$ cat config.mk
export PLATFORM = sky130hd
export DESIGN_NAME = div_iter32
export DESIGN_NICKNAME = d
export VERILOG_FILES = /design/src/rtl/div_iter32.sv
export SDC_FILE = /design/constraint.sdc
export NUM_CORES = 1
export LEC_CHECK = 0
export ABC_AREA = 0
export BUFFER_PORTS_ARGS = -buffer_cell sky130_fd_sc_hd__buf_2
export CAP_MARGIN = 20
export CORE_MARGIN = 2
export CORE_UTILIZATION = 50
export CTS_BUF_LIST = sky130_fd_sc_hd__clkbuf_4
export CTS_CLUSTER_DIAMETER = 30
export DETAILED_ROUTE_END_ITERATION = 16
export PLACE_DENSITY = 0.73
export SLEW_MARGIN = 30
export SYNTH_ARGS = -nofsm -noshare
export SYNTH_HDL_FRONTEND = slang
export SYNTH_SLANG_ARGS = --single-unit
$ cat constraint.sdc
create_clock -name clk -period 5.5 [get_ports clk]
set_clock_uncertainty 0.05 [all_clocks]
set_input_delay 1.1 -clock clk [delete_from_list [all_inputs] [get_ports clk]]
set_output_delay 1.1 -clock clk [all_outputs]
set_load 0.02 [all_outputs]
$ cat src/rtl/div_iter32.sv
// div_iter32: restoring iterative divider, one quotient bit per cycle, start/busy/done handshake.
// Define DIV_SIGNED_EN to honour the sign input (DIV); otherwise every operation is unsigned (DIVU).
module div_iter32 #(
  parameter int WIDTH = 32,
  parameter int CNT_W = 6
) (
  input  logic             clk,
  input  logic             rst_n,
  input  logic             start,
  input  logic             sign,
  input  logic [WIDTH-1:0] dividend,
  input  logic [WIDTH-1:0] divisor,
  output logic             busy,
  output logic             done,
  output logic [WIDTH-1:0] quotient,
  output logic [WIDTH-1:0] remainder
);
  typedef enum logic [1:0] {IDLE, RUN, DONE} state_t;
  state_t state;
  logic [CNT_W-1:0] cnt;
  logic [WIDTH-1:0] rem, quo, dmag, raw, a_mag, b_mag, q_fin, r_fin;
  logic [WIDTH:0] shifted, diff;
  logic div0, accept, ge;
  // the cycle done is high is still the DONE cycle, so start is refused there
  assign accept = state == IDLE && start && !done;
  assign shifted = {rem, quo[WIDTH-1]};
  assign diff = shifted - {1'b0, dmag};
  assign ge = shifted >= {1'b0, dmag};
`ifdef DIV_SIGNED_EN
  logic neg_q, neg_r;
  assign a_mag = (sign && dividend[WIDTH-1]) ? -dividend : dividend;
  assign b_mag = (sign && divisor[WIDTH-1]) ? -divisor : divisor;
  assign q_fin = neg_q ? -quo : quo;
  assign r_fin = neg_r ? -rem : rem;
  always_ff @(posedge clk or negedge rst_n)
    if (!rst_n) begin
      neg_q <= 1'b0;
      neg_r <= 1'b0;
    end else if (accept) begin
      neg_q <= sign & (dividend[WIDTH-1] ^ divisor[WIDTH-1]);
      neg_r <= sign & dividend[WIDTH-1];
    end
`else
  logic unused_sign;
  assign unused_sign = sign;
  assign a_mag = dividend;
  assign b_mag = divisor;
  assign q_fin = quo;
  assign r_fin = rem;
`endif
  always_ff @(posedge clk or negedge rst_n)
    if (!rst_n) begin
      state     <= IDLE;
      cnt       <= '0;
      rem       <= '0;
      quo       <= '0;
      dmag      <= '0;
      raw       <= '0;
      div0      <= 1'b0;
      busy      <= 1'b0;
      done      <= 1'b0;
      quotient  <= '0;
      remainder <= '0;
    end else begin
      case (state)
        IDLE: begin
          busy <= accept;
          done <= 1'b0;
          if (accept) begin
            quo   <= a_mag;
            dmag  <= b_mag;
            raw   <= dividend;
            div0  <= divisor == '0;
            rem   <= '0;
            cnt   <= '0;
            state <= RUN;
          end
        end
        RUN: begin
          rem <= ge ? diff[WIDTH-1:0] : shifted[WIDTH-1:0];
          quo <= {quo[WIDTH-2:0], ge};
          cnt <= cnt + 1'b1;
          if (cnt == CNT_W'(WIDTH - 1)) state <= DONE;
        end
        DONE: begin
          quotient  <= div0 ? '1 : q_fin;
          remainder <= div0 ? raw : r_fin;
          done      <= 1'b1;
          state     <= IDLE;
        end
        default: state <= IDLE;
      endcase
    end
endmodule

# [Yosys cells after proc, flatten, opt, wreduce, memory -nomap -nowiden]
# Cells that the tools add are included.
[word_totals] reg_bits=203 input_bits=68 word_cells=42
[classes] add_sub_neg=2 n_lt_le_gt_ge=1 n_eq_ne=5 muxes=13 reduce_logical=10
[op_table] op="$mux 32" count=5
[op_table] op="$pmux 32 s2" count=2
[op_table] op="$ge 33x32->1" count=1
[op_table] op="$logic_not 32->1" count=1
[op_table] op="$sub 32x32->32" count=1
[op_table] op="$pmux 6 s2" count=1
[op_table] op="$add 6x1->6 const B" count=1
[op_table] op="$eq 6x5->1 const B" count=1
[op_table] op="$mux 6" count=1
[op_table] op="$reduce_and 2->1" count=3
[op_table] op="$mux 2" count=2
[op_table] op="$ne 2x2->1 const B" count=2
[op_table] op="$pmux 2 s2" count=1
[op_table] op="$reduce_bool 2->1" count=2
[op_table] op="$eq 2x1->1 const B" count=1
[op_table] op="$eq 2x2->1 const B" count=1
[op_table] op="$logic_and 1x1->1" count=2
[op_table] op="$logic_not 2->1" count=1
[op_table] op="$pmux 1 s2" count=1
[op_table] op="$logic_not 1->1" count=1

# [Longest topological paths before layout]
# Gate-level depths: netlist of the first run.
[logic_depth] depth_word=5 ltp_mapped=13 ltp_nobuf=11

# [Worst setup path after synthesis of the first run]
# No wires, ideal clock.
[synth_path] path_kind="reg-to-reg" startpoint="register quo[31] (netlist: q_fin[31])" endpoint="register rem[30] (netlist: r_fin[30])" setup_time_ps=131 arrival_ps=2556 t_required_ps=5319 setup_slack_ps=2763 path_stages_with_launch=12 path_buffers=0 path_cell_list="dfrtp_1 > inv_1 > ha_1 > fa_1 > nand2b_1 > a211oi_1 > o21ai_0 > a21oi_1 > a211oi_1 > o41ai_1 > xnor2_1 > o211ai_1"
[synth_via] elab_chain_len=3 word_cells_on_any_way=4 classes_between="add/sub (1); order compare (1); mux (2)"
[synth_lines] item="from (decl)" line_no="21" source="logic [WIDTH-1:0] rem, quo, dmag, raw, a_mag, b_mag, q_fin, r_fin;"
[synth_lines] item="from (signal assigned)" line_no="70" source="quo <= a_mag;"
[synth_lines] item="from (signal assigned)" line_no="81" source="quo <= {quo[WIDTH-2:0], ge};"
[synth_lines] item="$sub 32x32->32 or $ge 33x32->1 (tied branches)" line_no="27, 28"
[synth_lines] item="$mux 32 (*)" line_no="80" source="rem <= ge ? diff[WIDTH-1:0] : shifted[WIDTH-1:0];"
[synth_lines] item="$pmux 32 s2 (*)" line_no="65" source="case (state)"
[synth_lines] item="to (signal assigned)" line_no="80"
[synth_lines] item="to (decl)" line_no="21"
# Every way passes the cells marked *; elsewhere a longest branch is shown, timed or not.
# A chain may end at the register's enable or synchronous reset.

# [Worst setup path after layout of the first run]
[layout_path] startpoint="register rem[9] (netlist: r_fin[9])" endpoint="register rem[29] (netlist: r_fin[29])"
[layout_via] elab_chain_len=3 word_cells_on_any_way=4 classes_between="add/sub (1); order compare (1); mux (2)"
[layout_lines] item="$sub 32x32->32 or $ge 33x32->1 (tied branches)" line_no="27, 28"
[layout_lines] item="$mux 32 (*)" line_no="80"
[layout_lines] item="$pmux 32 s2 (*)" line_no="65"
# Marks and branches as above.

==> metrics.txt, run 1 <==
outcome=finished, final reports clean; Yosys reg bits=203; Area Growth Syn to Fin=14.74%; fill count=1824; maximum fanout along the worst path=23; Avg Vias per Cell=5.416; Post-Syn Instances=1173; RSZ-0062 raised after global routing=false; DRT Pass-1 Iters=5; WP data arrival=roughly 4 ns; share of cells above drive strength 1=18.19%; Ys Warns=0; Int Power=4.345 mW; cells on worst reg2reg path=9; Worst-Skew Late Latency=0.70 ns; # DRC=0; drt total wl=25930 um; Post-synth EDFFs=0; Synth top area share=49.39%; fmax=286.5 MHz; post-layout min period=3.490 ns; critical path capture point type=register; period utilization=63.46%; vias=between 8000 and 9000; CTS H-tree lvls=2; setup TNS=0 ns; IO Port Bufs=132; Worst path top cell family by delay=simple AND/OR/NAND/NOR gates; full die area=roughly 0.022 mm^2; CTS Sinks=203; register area share after synthesis=49.39%; final instance area=around 0.012 mm^2; GRT Residual Overflow=0; number of stages on the worst setup path=9; DP Area=about 0.011 mm^2; Post-Syn Area=0.01029 mm^2; core box area=~0.02 mm^2; WP data required=6.05 ns; Area contributors post-synth=dfrtp_1 49%, nand2_1 11%, o21ai_0 6.9%; Placer Congestion=0.8489; Final Max Slew Viols=0; CTS Root Cell=clkbuf_4; NumNets Final=1403; Initial DRC Count=453; postcts setup bufs=0; Flop pwr share=33.8%; CP bufs+invs=0; sw frac=43.96%; initial antenna violation count=1; cell occurring most often along the worst timing path=nand2_1; Hold WC Path Type=in -> async; CTS Hold Bufs=0; Overall Global Routing Usage=24.65%; Die Span X=147.4 um; CTS tree=yes; Final setup viols=0; Rows=52; Net Switching=3.409 mW; Slowest-stage cell, CP=nand2_4; CTS clk-pin slew, worst paths=~0.07 ns; first-pass GRT wire length=43160 um; maxcap violations=0; Longest Clk Path Bufs=3; CP Launch Type=register; Leak=5.730 nW; Clk pwr share=16.8%; Fin. Hold Viols=0; VDD IR max=between 300 and 400 uV; Worst-Margin Slew=0.9664 ns; Net Count, Synth=1275; Num CTS Buffers=55; Top Ports=134; logic gate share of total power=about 49%; CP Class=reg -> reg; largest net degree at the start of global routing=roughly 120; antenna-violating nets left=0; Die Span Y=between 100 and 150 um; post-synthesis cell type with the largest combined area=dfrtp_1; vias in the first global route=8529; PostCTS Resize Cnt=0; commonest non-fill, non-tap cells in the layout=305 x nand2_1, 202 x dfrtp_1, 141 x o21ai_0, 131 x buf_2, 81 x clkbuf_4; crit-path max cell delay=about 0.50 ns; ys flop type=dfrtp_1; crit-path cells=ha_1 -> nand4_1 -> nand2_1 -> a21boi_0 -> a21oi_1 -> nand3_1 -> nand2_4 -> nand2_1 -> o211ai_1; syn avg cell area=8.769 um^2; Starting Density=50.83%; HPWL after DPL=17760 um; routed len/inst=16.13 um; asr flop ratio synth=between 90% and 100%; Slew Limit Headroom=a little over a third; Pwr Density=657.0 mW/mm^2; most common cell after layout, fill and taps aside=nand2_1; Unique masters post-synth=58
-- worst paths after layout --
kind                                  start           to  slack [ns]
worst max-delay path               r_fin[9]    r_fin[29]        2.01
worst min-delay path                  rst_n     dmag[23]        0.22
worst max register to register     r_fin[9]    r_fin[29]        2.01
worst min register to register  quotient[8]  quotient[8]        0.42
max in group asynchronous             rst_n     r_fin[3]        4.41
min in group clk                quotient[8]  quotient[8]        0.42
-- worst register-to-register path: cells and delay by family, from the launching register on --
kind	cells	cell delay, ns
AO/OA/AOI/OAI	3	0.70
AND/OR/NAND/NOR	5	1.76
adder cells (fa/ha/maj)	1	0.45
flip-flops	1	0.44
-- flip-flops by register name (all words and copies together) (netlist names) --
signal and flops:
cnt 6, div0 1, q_fin 32, busy 1
raw 32, state 2, r_fin 32, dmag 32
remainder 32, done 1, quotient 32
-- cells in the mapped netlist (11+ instances only) --
master,n
nand4_1,11
a21oi_1,59
dfrtp_1,203
nand3_1,70
mux2i_1,49
inv_1,40
nor2_1,57
xnor2_1,18
o21ai_0,141
ha_1,33
nand2_1,305
clkbuf_1,55
-- per-stage QoR --
step	setup WS (ns)	power, mW	hold WS [ns]	std cells	util, %
3_3_place_gp	2.173	6.387	0.4079	1512	54.75
3_5_place_dp	2.153	6.460	0.4130	1513	54.89
6_report	2.010	7.755	0.2199	1607	58.33
4_1_cts	2.095	7.796	0.4283	1605	58.17
5_1_grt	1.697	8.460	0.1868	1607	58.33
2_1_floorplan	2.763	5.438	0.3956	1173	-
-- kinds of logic after synthesis --
group	synth area share [%]
and+or+nand+nor	19.85
AOI/OAI and AO/OA	15.23
DFF	49.39
buffers and inverters	4.428
muxes	4.768
adders and majority gates	4.209
xor gates and xnor gates	2.129
-- area by class of cell --
cell class / instances / area, um^2 / area share, %
antenna: 1 / 2.502 / 0.02120
multi-input combinational: 860 / 4775 / 40.45
tap: 270 / 337.8 / 2.862
sequential: 203 / 5081 / 43.05
clock buffer: 81 / 608.1 / 5.152
clock inverter: 11 / 57.56 / 0.4876
timing repair buffer: 141 / 790.8 / 6.700
inverter: 40 / 150.1 / 1.272
-- layer usage --
layer  up-vias  global-route usage (%)  part of all wire [%]
li1       4295                       -                     -
met1      4132                   32.52                    44
met2       230                   41.12                    48
met3        47                   4.753                   4.8
met4         0                   8.462                   2.6
met5         -                       0                     0
-- power by group through the flow --
stage / Sequential, mW / Combinational, mW / Clock, mW
6_report: 2.62 / 3.83 / 1.30
5_1_grt: 2.70 / 4.32 / 1.44
4_1_cts: 2.62 / 3.83 / 1.34
3_5_place_dp: 2.65 / 3.81 / 0
3_3_place_gp: 2.63 / 3.76 / 0
2_1_floorplan: 2.78 / 2.66 / 0
(Power assumes the default switching activity.)
==> inputs of run 2 (changes only) <==
Settings changed: ABC_AREA 0 to 1, PLACE_DENSITY 0.73 to 0.72.
Clock period 5.5 ns to 3.5 ns, I/O delays scaled along.
==> metrics.txt, run 2 <==
outcome=finished, final reports clean; Top Ports=134 (unchanged); Fin. Hold Viols=0 (unchanged); asr flop ratio synth=100.0% (unchanged); M2 GR Usage=41.59% (+0.47 points); CTS clk-pin slew, worst paths=0.06 ns (about the same); syn avg cell area=7.460 um^2 (-15%); WP data arrival=3.22 ns (-0.82 ns); Starting Density=51.09% (+0.25 points); Design Power=13.89 mW (+79%); Post-Syn Area=0.01118 mm^2 (+8.7%); vias=10270 (+18%); maximum fanout along the worst path=33 (+43%); setup TNS=0 ns (unchanged); CP Class=reg -> reg; critical path capture point type=register; Synth top area share=45.42% (-4.0 points); CTS Sinks=203 (unchanged); fill count=2149 (+18%); postcts setup bufs=0 (unchanged); period utilization=76.40% (+13 points); Leak=6.977 nW (+22%); most frequent cells after synthesis=520 x nand2_1, 203 x dfrtp_1, 181 x inv_1; Final Max Slew Viols=0 (unchanged); Rows=54 (+3.8%); Num CTS Buffers=57 (+3.6%); Die Span X=153.6 um (+4.2%); first-pass GRT wire length=50580 um (+17%); Setup WS pre-CTS=0.8599 ns (-1.294 ns); Hold WC Path Type=in -> async; post-synthesis cell type with the largest combined area=dfrtp_1; initial antenna violation count=1 (unchanged); Initial DRC Count=713 (+57%); Worst-Skew Late Latency=0.69 ns (about the same); drt total wl=30490 um (+18%); ys flop type=dfrtp_1; Placer Congestion=0.9261 (+9.1%); core box area=0.02189 mm^2 (+8.2%); CTS Root Cell=clkbuf_4; NumNets Final=1744 (+24%); CP Launch Type=register; Net Count, Synth=1601 (+26%); VDD IR max=484.3 uV (+51%); most common cell after layout, fill and taps aside=nand2_1; post-layout min period=2.674 ns (-0.8162 ns); GR peak layer=met2; largest net degree at the start of global routing=96 (-21%); Post-synth EDFFs=0 (unchanged); Worst-Margin Slew=0.9549 ns (-0.01144 ns); Unique masters post-synth=42 (-28%); Area contributors post-synth=dfrtp_1 45%, nand2_1 17%, inv_1 6.1%; GR Util met3=3.918% (-0.84 points); CTS H-tree lvls=2 (unchanged); Worst Slack Setup Final=0.8259 ns (-1.184 ns); Reg area=0.005081 mm^2 (unchanged); routed len/inst=15.51 um (-3.9%); Overall Global Routing Usage=26.23% (+1.6 points); # DRC=0 (unchanged); maxcap violations=0 (unchanged); Util after Layout=58.36% (about the same); commonest non-fill, non-tap cells in the layout=519 x nand2_1, 202 x dfrtp_1, 180 x inv_1, 131 x buf_2, 102 x nand3_1; vias in the first global route=10120 (+19%); PostCTS Resize Cnt=0 (unchanged); Yosys reg bits=203 (unchanged); GRT Residual Overflow=0 (unchanged); antenna-violating nets left=0 (unchanged); CTS tree=yes; share of cells above drive strength 1=17.27% (-0.92 points); Ys Warns=0 (unchanged); Slew Limit Headroom=35.94% (+0.37 points); DRT Pass-1 Iters=5 (unchanged); Final setup viols=0 (unchanged); Pwr Density=1087 mW/mm^2 (+65%); multi-input logic area=0.005130 mm^2 (+7.4%); most instantiated library cell after synthesis=nand2_1; IO Port Bufs=132 (unchanged); RSZ-0062 raised after global routing=false; HPWL after DPL=21590 um (+22%); Longest Clk Path Bufs=3 (unchanged); Area Growth Syn to Fin=14.23%; register area share after synthesis=45.42% (-4.0 points); Die Span Y=153.6 um (+4.2%); fmax=374.0 MHz (+31%); WP data required=4.05 ns (-2.00 ns); met1 Use GR=36.99% (+4.5 points); Avg Vias per Cell=5.222 (-3.6%); Post-Syn Instances=1499 (+28%); full die area=0.02358 mm^2 (+8.5%); CTS Hold Bufs=0 (unchanged)
## run 2: cell types whose count changed after synthesis, moves of 16 or more
cell,previous run,this run
o21ai_0,141,70
a21oi_1,59,84
nand3_1,70,103
nand2_1,305,520
inv_1,40,181
mux2i_1,49,0
nand4_1,11,39
clkbuf_1,55,39
nor2_1,57,99
## run 2: critical path, cell delays in order, from the launching register on
cell and delay (ns):
dfrtp_1 0.46, ha_1 0.44, nand2_1 0.13, nor2_1 0.22, nand2_1 0.11, nor3_2 0.18, nand2_4 0.31, nand2_8 0.39
nand3_1 0.14, nand3_1 0.12
## run 2: kinds of logic after synthesis
group	synth area share (%)
and+or+nand+nor	33.15
buffers and inverters	8.906
DFF	45.42
AOI/OAI and AO/OA	7.474
adders and majority gates	3.871
xor gates and xnor gates	1.175
## run 2: where the power goes
group / leakage (nW) / total, mW / internal (mW) / switching (mW)
sequential: 2.43 / 4.03 / 3.30 / 0.731
combinational: 4.13 / 7.74 / 2.68 / 5.06
clock: 0.416 / 2.12 / 1.06 / 1.05
## run 2: cell type report
cell class                      instances  area share (%)
Multi-Input combinational cell       1047           40.16
Sequential cell                       203           39.77
Timing Repair Buffer                  148           6.376
Inverter                              185           5.436
Clock buffer                           73           4.290
Tap cell                              280           2.742
Clock inverter                         29           1.205
Antenna cell                            1         0.01959
## run 2: layer usage
| layer | routed length (um) | share of wire (%) | vias to the layer above |
|---|---|---|---|
| li1 | - | - | 5086 |
| met1 | 14240 | 47 | 4827 |
| met2 | 13780 | 45 | 292 |
| met3 | 1667 | 5.5 | 62 |
| met4 | 805 | 2.6 | 0 |
| met5 | 0 | 0 | - |
## run 2: worst paths after layout
path	end	startpoint	slack, ns	cells after the start
max in group asynchronous	remainder[4]	rst_n	2.57	2
hold reg to reg	raw[28]	raw[28]	0.43	2
min in group clk	dmag[16]	divisor[16]	0.18	3
hold / removal	dmag[13]	rst_n	0.01	1
setup / recovery	r_fin[10]	r_fin[20]	0.83	9
setup reg to reg	r_fin[10]	r_fin[20]	0.83	9
## run 2: metrics by stage
stage	cells	area (um^2)	hold WS, ns
2_1_floorplan	1499	11180	0.3544
3_3_place_gp	1863	12070	0.4106
3_5_place_dp	1863	12070	0.4155
4_1_cts	1965	12770	0.007260
5_1_grt	1966	12770	0.03798
6_report	1966	12770	0.01189
